==> src/rtl/tlul_pkg.sv <==
// TL-UL types, defaults and sizing helpers shared by the socket and its error responder.
package tlul_pkg;

  localparam int unsigned TL_AW  = 32;
  localparam int unsigned TL_DW  = 32;
  localparam int unsigned TL_AIW = 8;
  localparam int unsigned TL_DIW = 1;
  localparam int unsigned TL_SZW = 2;
  localparam int unsigned TL_DBW = TL_DW / 8;

  // Widest fanout a single socket is expected to serve.
  localparam int unsigned MAX_SOCKET_FANOUT = 16;

  // Read data returned by the error responder for a Get.
  localparam logic [TL_DW-1:0] TL_ERR_RDATA = '1;

  typedef enum logic [2:0] {
    PutFullData    = 3'h0,
    PutPartialData = 3'h1,
    Get            = 3'h4
  } tl_a_op_e;

  typedef enum logic [2:0] {
    AccessAck     = 3'h0,
    AccessAckData = 3'h1
  } tl_d_op_e;

  typedef struct packed {
    logic              a_valid;
    tl_a_op_e          a_opcode;
    logic [2:0]        a_param;
    logic [TL_SZW-1:0] a_size;
    logic [TL_AIW-1:0] a_source;
    logic [TL_AW-1:0]  a_address;
    logic [TL_DBW-1:0] a_mask;
    logic [TL_DW-1:0]  a_data;
    logic              d_ready;
  } tl_h2d_t;

  typedef struct packed {
    logic              d_valid;
    tl_d_op_e          d_opcode;
    logic [2:0]        d_param;
    logic [TL_SZW-1:0] d_size;
    logic [TL_AIW-1:0] d_source;
    logic [TL_DIW-1:0] d_sink;
    logic [TL_DW-1:0]  d_data;
    logic              d_error;
    logic              a_ready;
  } tl_d2h_t;

  localparam tl_h2d_t TL_H2D_DEFAULT = '{
    a_valid:   1'b0,
    a_opcode:  Get,
    a_param:   3'h0,
    a_size:    '0,
    a_source:  '0,
    a_address: '0,
    a_mask:    '0,
    a_data:    '0,
    d_ready:   1'b1
  };

  localparam tl_d2h_t TL_D2H_DEFAULT = '{
    d_valid:  1'b0,
    d_opcode: AccessAck,
    d_param:  3'h0,
    d_size:   '0,
    d_source: '0,
    d_sink:   '0,
    d_data:   '0,
    d_error:  1'b0,
    a_ready:  1'b1
  };

  // Bits needed to index 'value' distinct items (at least one bit).
  function automatic int unsigned vbits(input int unsigned value);
    return (value <= 32'd1) ? 32'd1 : unsigned'($clog2(value));
  endfunction

endpackage

==> src/rtl/tlul_err_resp.sv <==
// Error responder: answers any request with d_error set, one transaction at a time.
module tlul_err_resp
  import tlul_pkg::*;
(
  input  logic    clk_i,
  input  logic    rst_ni,
  input  tl_h2d_t tl_h_i,
  output tl_d2h_t tl_h_o
);

  logic              r_pending;
  logic              r_is_get;
  logic [TL_AIW-1:0] r_source;
  logic [TL_SZW-1:0] r_size;
  logic              w_accept;
  logic              w_unused;

  assign w_accept = tl_h_i.a_valid & ~r_pending;
  assign w_unused = ^{tl_h_i.a_param, tl_h_i.a_address, tl_h_i.a_mask, tl_h_i.a_data};

  // Latch the request identity on accept; release once the host takes the response.
  always_ff @(posedge clk_i or negedge rst_ni) begin
    if (!rst_ni) begin
      r_pending <= 1'b0;
      r_is_get  <= 1'b0;
      r_source  <= '0;
      r_size    <= '0;
    end else if (w_accept) begin
      r_pending <= 1'b1;
      r_is_get  <= (tl_h_i.a_opcode == Get);
      r_source  <= tl_h_i.a_source;
      r_size    <= tl_h_i.a_size;
    end else if (r_pending && tl_h_i.d_ready) begin
      r_pending <= 1'b0;
    end
  end

  // Build the response purely from registered state; anything not a Get is acked as a Put.
  always_comb begin
    tl_h_o          = TL_D2H_DEFAULT;
    tl_h_o.d_valid  = r_pending;
    tl_h_o.d_opcode = r_is_get ? AccessAckData : AccessAck;
    tl_h_o.d_size   = r_size;
    tl_h_o.d_source = r_source;
    tl_h_o.d_data   = r_is_get ? TL_ERR_RDATA : '0;
    tl_h_o.d_error  = 1'b1;
    tl_h_o.a_ready  = ~r_pending;
  end

endmodule

==> src/rtl/tlul_socket_1n.sv <==
// 1-to-N TL-UL socket: steers requests by an external select and returns responses in order.
module tlul_socket_1n
  import tlul_pkg::*;
#(
  parameter int unsigned N              = 4,
  parameter int unsigned MaxOutstanding = 8,
  parameter int unsigned NWD            = vbits(N + 1),
  parameter int unsigned CntW           = vbits(MaxOutstanding + 1)
) (
  input  logic           clk_i,
  input  logic           rst_ni,
  input  tl_h2d_t        tl_h_i,
  output tl_d2h_t        tl_h_o,
  output tl_h2d_t        tl_d_o [N],
  input  tl_d2h_t        tl_d_i [N],
  input  logic [NWD-1:0] dev_select_i
);

  localparam logic [CntW-1:0] MaxOutCnt = CntW'(MaxOutstanding);
  localparam logic [NWD-1:0]  ErrSel    = NWD'(N);

  logic [CntW-1:0] r_num_outstanding;
  logic [NWD-1:0]  r_dev_select_outstanding;
  logic            w_hold;
  logic            w_sel_a_ready;
  logic            w_accept;
  logic            w_complete;
  tl_h2d_t         w_err_req;
  tl_d2h_t         w_err_rsp;
  tl_d2h_t         w_rsp;

  // Stall when switching targets with traffic in flight, or when the tracker is full.
  always_comb begin
    w_hold = ((r_num_outstanding != '0) && (dev_select_i != r_dev_select_outstanding)) ||
             (r_num_outstanding == MaxOutCnt);
  end

  // Fan the host request out; only the selected, unheld target sees a_valid.
  always_comb begin
    for (int unsigned i = 0; i < N; i++) begin
      tl_d_o[i]         = tl_h_i;
      tl_d_o[i].a_valid = tl_h_i.a_valid & (dev_select_i == NWD'(i)) & ~w_hold;
      tl_d_o[i].d_ready = tl_h_i.d_ready & (r_dev_select_outstanding == NWD'(i));
    end
    w_err_req         = tl_h_i;
    w_err_req.a_valid = tl_h_i.a_valid & (dev_select_i >= ErrSel) & ~w_hold;
    w_err_req.d_ready = tl_h_i.d_ready & (r_dev_select_outstanding >= ErrSel);
  end

  // Pick a_ready from the requested target and the response from the outstanding one.
  always_comb begin
    w_sel_a_ready = w_err_rsp.a_ready;
    w_rsp         = w_err_rsp;
    for (int unsigned i = 0; i < N; i++) begin
      w_sel_a_ready = (dev_select_i == NWD'(i)) ? tl_d_i[i].a_ready : w_sel_a_ready;
      w_rsp         = (r_dev_select_outstanding == NWD'(i)) ? tl_d_i[i] : w_rsp;
    end
    tl_h_o         = w_rsp;
    tl_h_o.a_ready = w_sel_a_ready & ~w_hold;
    w_accept       = tl_h_i.a_valid & w_sel_a_ready & ~w_hold;
    w_complete     = w_rsp.d_valid & tl_h_i.d_ready;
  end

  // Remember the active target and count in-flight requests; stale responses after reset are not counted.
  always_ff @(posedge clk_i or negedge rst_ni) begin
    if (!rst_ni) begin
      r_num_outstanding        <= '0;
      r_dev_select_outstanding <= '0;
    end else begin
      if (w_accept) begin
        r_dev_select_outstanding <= dev_select_i;
      end else begin
        r_dev_select_outstanding <= r_dev_select_outstanding;
      end
      case ({w_accept, w_complete})
        2'b10:   r_num_outstanding <= r_num_outstanding + CntW'(1);
        2'b01:   r_num_outstanding <= (r_num_outstanding != '0) ? r_num_outstanding - CntW'(1)
                                                                 : r_num_outstanding;
        default: r_num_outstanding <= r_num_outstanding;
      endcase
    end
  end

  tlul_err_resp u_err_resp (
    .clk_i  (clk_i),
    .rst_ni (rst_ni),
    .tl_h_i (w_err_req),
    .tl_h_o (w_err_rsp)
  );

endmodule

==> config.mk <==
export PLATFORM = sky130hd
export DESIGN_NAME = tlul_socket_1n
export DESIGN_NICKNAME = d
export VERILOG_FILES = /design/src/rtl/tlul_pkg.sv /design/src/rtl/tlul_err_resp.sv /design/src/rtl/tlul_socket_1n.sv
export SDC_FILE = /design/constraint.sdc
export NUM_CORES = 1
export LEC_CHECK = 0
export ABC_AREA = 1
export CAP_MARGIN = 5
export CELL_PAD_IN_SITES_DETAIL_PLACEMENT = 1
export CELL_PAD_IN_SITES_GLOBAL_PLACEMENT = 2
export CORE_AREA = 2 2 271 273
export CTS_CLUSTER_SIZE = 40
export DETAILED_ROUTE_END_ITERATION = 12
export DIE_AREA = 0 0 273 275
export DONT_BUFFER_PORTS = 1
export PLACE_DENSITY = 0.38
export SLEW_MARGIN = 20
export SYNTH_ARGS = -nofsm -noshare
export SYNTH_HDL_FRONTEND = slang
export SYNTH_SLANG_ARGS = --single-unit
==> constraint.sdc <==
create_clock -name clk_i -period 3.3 [get_ports clk_i]
set_clock_uncertainty 0.05 [all_clocks]
set_input_delay 0.495 -clock clk_i [delete_from_list [all_inputs] [get_ports clk_i]]
set_output_delay 0.495 -clock clk_i [all_outputs]
set_load 0.05 [all_outputs]
==> results of run 1 <==
placed cells by master (no fill, tap or decap), drive strengths merged, types with 2 or more instances in the layout:
cell type	netlist	layout
a21oi	80	80
mux2i	3	3
nor3	4	4
clkbuf	19	3
a31oi	3	3
a211oi	2	2
buf	353	81
o21ai	38	38
o211ai	3	3
nand2	158	158
xor2	2	2
inv	34	34
nor2	112	112
diode	0	3
dfrtp	19	19
o311ai	2	2
nand4	7	7
nand3	17	17
o22ai	11	11
final cells by class:
class / instances / area [sq um] / share of cell area [%]
well taps: 959 / 1200 / 24.57
flip-flops and latches: 19 / 475.5 / 9.736
clock buffers: 3 / 75.07 / 1.537
inverters: 34 / 127.6 / 2.613
repair buffers: 82 / 868.3 / 17.78
multi-input cells: 448 / 2125 / 43.51
diodes: 3 / 7.507 / 0.1537
clock inverters: 1 / 5.005 / 0.1025
critical path, delay by kind of cell, from the launching register on:
| kind | cells | cell delay [ps] |
|---|---|---|
| DFF | 1 | 410 |
| and+or+nand+nor | 3 | 480 |
| AOI/OAI and AO/OA | 3 | 620 |
| buffers and inverters | 3 | 660 |
per-layer routing:
metal	wire length (microns)	part of all wire, %
met1	10760	36
met5	36	0.12
met2	14710	49
met3	3172	11
met4	1349	4.5
report_power, final:
part | switching [W] | internal, W | total, W
logic | 0.00477 | 0.00211 | 0.00688
clock network | 0.000116 | 0.000164 | 0.000280
registers | 0.0000848 | 0.000340 | 0.000425
total | 0.00497 | 0.00262 | 0.00759
path summary, 6_finish.rpt:
check                                                      to  slack (ps)  cells after the start
hold reg to reg              u_err_resp.r_size[0]$_DFFE_PN0P_         430                      2
min in group asynchronous  u_err_resp.r_source[3]$_DFFE_PN0P_         620                      2
setup / recovery                                    tl_h_o[5]         290                      9
max in group asynchronous    r_num_outstanding[0]$_DFFE_PN0P_        2430                      2
hold / removal             u_err_resp.r_source[3]$_DFFE_PN0P_         300                      2
setup reg to reg             r_num_outstanding[2]$_DFFE_PN0P_         630                     16
sequential cells by signal (all words and copies together), names as in the netlist:
name and cells:
u_err_resp.r_source 8, r_num_outstanding 4, r_dev_select_outstanding 3, u_err_resp.r_size 2, u_err_resp.r_pending 1, u_err_resp.r_is_get 1
cell families (layout without fill, tap and decap cells):
group,Yosys count,count (layout),share of synthesized area (%)
AO/OA/AOI/OAI,140,140,14.09
XOR/XNOR,2,2,0.3289
adder cells (fa/ha/maj),1,1,0.2349
buffers and inverters,406,120,52.69
flip-flops,19,19,8.927
multiplexers,3,3,0.5638
other,0,3,0
AND/OR/NAND/NOR,302,302,23.16
per-stage QoR:
stage               cells  total power [W]  setup WS [ps]  instance area (sq um)
floorplan             873         0.005602          309.1                   5326
global placement     1537         0.007481          394.5                   4727
detailed placement   1537         0.007485          363.6                   4727
CTS                  1543         0.007811          61.22                   4837
global route         1547         0.008162          32.90                   4878
finish               1549         0.007588          291.1                   4883
timing repair:
action                                 CTS  global route
setup endpoints to repair                0             2
hold buffers                             2             0
buffers inserted                         0             3
gates resized for setup                  0             1
endpoints found under the hold margin   19             0
==> metrics.md, run 1 <==
| Metric | Value |
|---|---|
| Critical path startpoint category | register |
| GPL Wtd Cong | 0.7655 |
| Grt ovf | 0 |
| Final Setup Violations | 0 |
| Leakage | 1.828 nW |
| Via density | 2.695 |
| Slew @ Worst Pin | 563.3 ps |
| Std-Cell Rows | 99 |
| Fill cells | 8864 |
| Worst hold start | tl_h_i[72] |
| Io pins | 695 |
| Syn Inst Count | 873 |
| CTS Buf Count | 3 |
| Fin Setup TNS | 0 ps |
| Post-synth EDFFs | 0 |
| Router iterations before antenna repair | 7 |
| Worst setup path class | register to output port |
| Slew headroom | 62.39% |
| Min Tclk post-route | 3009 ps |
| Count leader, synth | buf_4 |
| Global Route Usage Sum | 7.463% |
| Max Slew Vio Count | 0 |
| Met2 Use GR | 13.02% |
| Vias in the first global route | 4543 |
| CP max stage cell | dfrtp_1 |
| WL/cell | 19.38 microns |
| ANT nets after route | 0 |
| Starting Density | 7.363% |
| CP max stage delay | 410 ps |
| H-tree depth | 1 |
| Synthesized area per cell | 6.101 sq um |
| Die Span Y | 275 microns |
| Core ar. | 72340 sq um |
| Hold Crit Class | input port to register |
| Clock sink total | 19 |
| Synth cell types | 38 |
| Layout Nets | 888 |
| Largest net degree at the start of global routing | 66 |
| Crit share post-route | 91.18% |
| Maxcap violations | 0 |
| Die Footprint | 75080 sq um |
| FFs w/ async S/R, synth | 100.0% |
| Reg-to-reg critical path startpoint | r_dev_select_outstanding[0]$_DFFE_PN0P_ |
| Most used routing layer | met2 |
| Worst EP required | 2750 ps |
| I/O Buffers | 0 |
| Seq/Total Area, Yosys | 8.926% |
| Hold WS | 296.3 ps |
| RSZ-0062 raised after global routing | no |
| Synth Flop Type | dfrtp_1 |
| Worst setup path startpoint | r_dev_select_outstanding[1]$_DFFE_PN0P_ |
| Initial antenna violation count | 6 |
| Mapped cell area | 5326 sq um |
| Routed vias | 4175 |
| Maximum operating frequency | 332.3 MHz |
| Worst-path cell chain | inv_2 -> nand3_4 -> o21ai_4 -> buf_4 -> a21oi_1 -> nor2_1 -> nand2_1 -> a21oi_2 -> buf_12 |
| Hold Fails Final Rpt | 0 |
| Root buffer cell | clkbuf_16 |
| Status | complete, no violations |
| TritonCTS clock tree | built |
| Clock buffer depth | 2 |
| Yosys reg bits | 19 |
| Yosys top cell area share | 47.50% |
| Synth top cells by count | buf_4, nand2_1, nor2_1, a21oi_1 |
| DP Wirelength | 25320 microns |
| Area grow syn2layout | -8.316% |
| Yosys Warn Count | 0 |
| Share of cells above drive strength 1 | 20.61% |
| First-pass GRT wire length | 38930 microns |
| M3 GR Usage | 2.758% |
| Worst EP arrival | 2460 ps |
| Final design utilization | 6.751% |
| Syn_nets | 1173 |
| Initial DRC Count | 158 |
| Total wire length | 30020 microns |
| Synth top area cells | buf_4, nand2_1, dfrtp_1 |
| Worst setup EP type | output port |
| Die Span X | 273 microns |
| VDD IR max | 0.4988 mV |
| Worst-path fanout max | 18 |
| Worst-path clk slew | 70 ps |
| Skew-Pair Late Insertion Delay | 260 ps |
| Met1 Usage GRT | 7.922% |
| Leading area contributor after synthesis | buf_4 |
| Power Dens Cells | 1554 nW/um^2 |
| DRC | 0 |
No activity file was read; power rests on OpenSTA's default activity.
==> run 2: changes to the inputs <==
--- a/config.mk
+++ b/config.mk
@@ -6,7 +6,7 @@
 export NUM_CORES = 1
 export LEC_CHECK = 0
 export ABC_AREA = 1
-export CAP_MARGIN = 5
+export CAP_MARGIN = 20
 export CELL_PAD_IN_SITES_DETAIL_PLACEMENT = 1
 export CELL_PAD_IN_SITES_GLOBAL_PLACEMENT = 2
 export CORE_AREA = 2 2 271 273
==> constraint.sdc (replaced) <==
create_clock -name clk_i -period 3.3 [get_ports clk_i]
set_clock_uncertainty 0.05 [all_clocks]
set_input_delay 0.33 -clock clk_i [delete_from_list [all_inputs] [get_ports clk_i]]
set_output_delay 0.33 -clock clk_i [all_outputs]
set_load 0.05 [all_outputs]
==> metrics.md, run 2 (same netlist as run 1, synthesis figures left out) <==
| Metric | Value |
|---|---|
| Worst flop-to-flop path endpoint | r_num_outstanding[2]$_DFFE_PN0P_ |
| Die Span X | 273 microns |
| Reg with most FFs | u_err_resp.r_source |
| DP Wirelength | 27030 microns |
| Crit share post-route | 90.67% |
| Worst setup EP type | output port |
| Clock sink total | 19 |
| FF-to-FF path depth | 17 |
| Reg-to-reg critical path startpoint | r_dev_select_outstanding[0]$_DFFE_PN0P_ |
| Worst EP required | 2920 ps |
| Critical path startpoint category | register |
| Std-Cell Rows | 99 |
| I/O Buffers | 0 |
| ANT nets after route | 0 |
| GPL Wtd Cong | 0.7313 |
| Starting Density | 7.363% |
| Initial DRC Count | 105 |
| Leakage | 1.812 nW |
| Hold Fails Final Rpt | 0 |
| Area grow syn2layout | -9.114% |
| Hold WS | 122.4 ps |
| Die Footprint | 75080 sq um |
| Vias in the first global route | 4434 |
| WL/cell | 20.90 microns |
| Largest net degree at the start of global routing | 51 |
| Maximum operating frequency | 334.2 MHz |
| DRC | 0 |
| H-tree depth | 1 |
| TritonCTS clock tree | built |
| Worst EP arrival | 2610 ps |
| Power Dens Cells | 1546 nW/um^2 |
| Maxcap violations | 0 |
| Min Tclk post-route | 2992 ps |
| R2R setup slack | 620 ps |
| Multi-input gate area | 2121 sq um |
| Root buffer cell | clkbuf_16 |
| Clock buffer depth | 2 |
| Slew @ Worst Pin | 881.4 ps |
| First-pass GRT wire length | 41080 microns |
| Via density | 2.698 |
| Routed vias | 4160 |
| Skew-Pair Late Insertion Delay | 270 ps |
| Io pins | 695 |
| VDD IR max | 0.5313 mV |
| Final std cells w/o fill | 1542 |
| Share of cells above drive strength 1 | 19.76% |
| Total wire length | 32230 microns |
| RSZ-0062 raised after global routing | no |
| Worst-path clk slew | 70 ps |
| Slew headroom | 41.02% |
| Global Route Usage Sum | 8.077% |
| Worst hold path endpoint | u_err_resp.r_source[3]$_DFFE_PN0P_ |
| Biggest regs | u_err_resp.r_source x8, r_num_outstanding x4, r_dev_select_outstanding x3 |
| Die Span Y | 275 microns |
| Layout Nets | 883 |
| Grt ovf | 0 |
| Worst-path fanout max | 29 |
| Register area | 475.5 sq um |
| Worst setup path startpoint | r_dev_select_outstanding[0]$_DFFE_PN0P_ |
| Final Setup Violations | 0 |
| Worst hold start | tl_h_i[72] |
| Dpl cell area | 4725 sq um |
| Router iterations before antenna repair | 4 |
| Max Slew Vio Count | 0 |
| Fin Setup TNS | 0 ps |
| Largest register FFs | 8 |
| Highest-count cells in the layout ignoring fill and taps | nand2_1, nor2_1, a21oi_1 |
| Core ar. | 72340 sq um |
| Hold Crit Class | input port to register |
| Commonest non-fill, non-tap cell in the layout | nand2_1 |
| Design area | 4841 sq um |
| Initial antenna violation count | 16 |
| Hold depth | 2 |
| Fill cells | 8839 |
| Status | complete, no violations |
| Placed cell count | 1535 |
| CTS Buf Count | 3 |
| Worst setup path class | register to output port |
run 2: cell types whose count changed in the layout (fill, tap and decap cells not counted), sizes merged:
cell	previous run	this run
buf	81	76
diode	3	1
run 2: worst max-delay path, stage by stage, from the launching register on:
cell     delay [ps]
dfrtp_1         450
nor2_1          230
inv_1           100
nor2_4          100
buf_4           230
buf_6           380
a21oi_1         300
a21oi_2         310
buf_12          170
run 2: through the flow:
stage / setup WS [ps] / power (W) / util [%]
after floorplan: 483.9 / 0.005602 / -
after global placement: 337.2 / 0.007398 / 6.531
after detailed placement: 300.1 / 0.007390 / 6.531
after CTS: 184.8 / 0.007730 / 6.688
after global routing: 58.53 / 0.008054 / 6.688
final: 307.8 / 0.007483 / 6.692
run 2: how the worst max path moves through the flow:
stage | end | cells past startpoint
after floorplan | tl_d_o[171] | 6
after CTS | tl_h_o[11] | 8
after global routing | tl_h_o[26] | 10
final | tl_h_o[11] | 8
after global placement | tl_h_o[11] | 8
after detailed placement | tl_h_o[11] | 8
run 2: cell type report:
| cell class | count | area share [%] |
|---|---|---|
| Multi-Input combinational cell | 448 | 43.81 |
| Tap cell | 959 | 24.79 |
| Timing Repair Buffer | 77 | 17.24 |
| Sequential cell | 19 | 9.822 |
| Inverter | 34 | 2.636 |
| Clock buffer | 3 | 1.551 |
| Clock inverter | 1 | 0.1034 |
| Antenna cell | 1 | 0.05169 |
run 2: report_power, final:
| part | internal, W | switching (W) | leakage, nW |
|---|---|---|---|
| clock network | 0.000164 | 0.000122 | 0.0409 |
| registers | 0.000340 | 0.0000832 | 0.236 |
| logic | 0.00209 | 0.00468 | 1.54 |
run 2: what timing repair did:
item                                    4_1_cts  5_1_grt
endpoints found under the hold margin        19        0
hold buffers                                  2        0
setup buffers                                 0        0
gates resized for setup                       1        0
endpoints found under the setup margin        1        0
run 2: layer usage:
layer	vias to the layer above	track usage [%]	share of wire [%]	wire length, microns
met2	349	13.38	46	14920
met3	134	3.858	12	3708
met4	24	3.768	4.4	1419
met5	-	0	0.45	146
met1	1809	8.692	37	12040
li1	1844	-	-	-
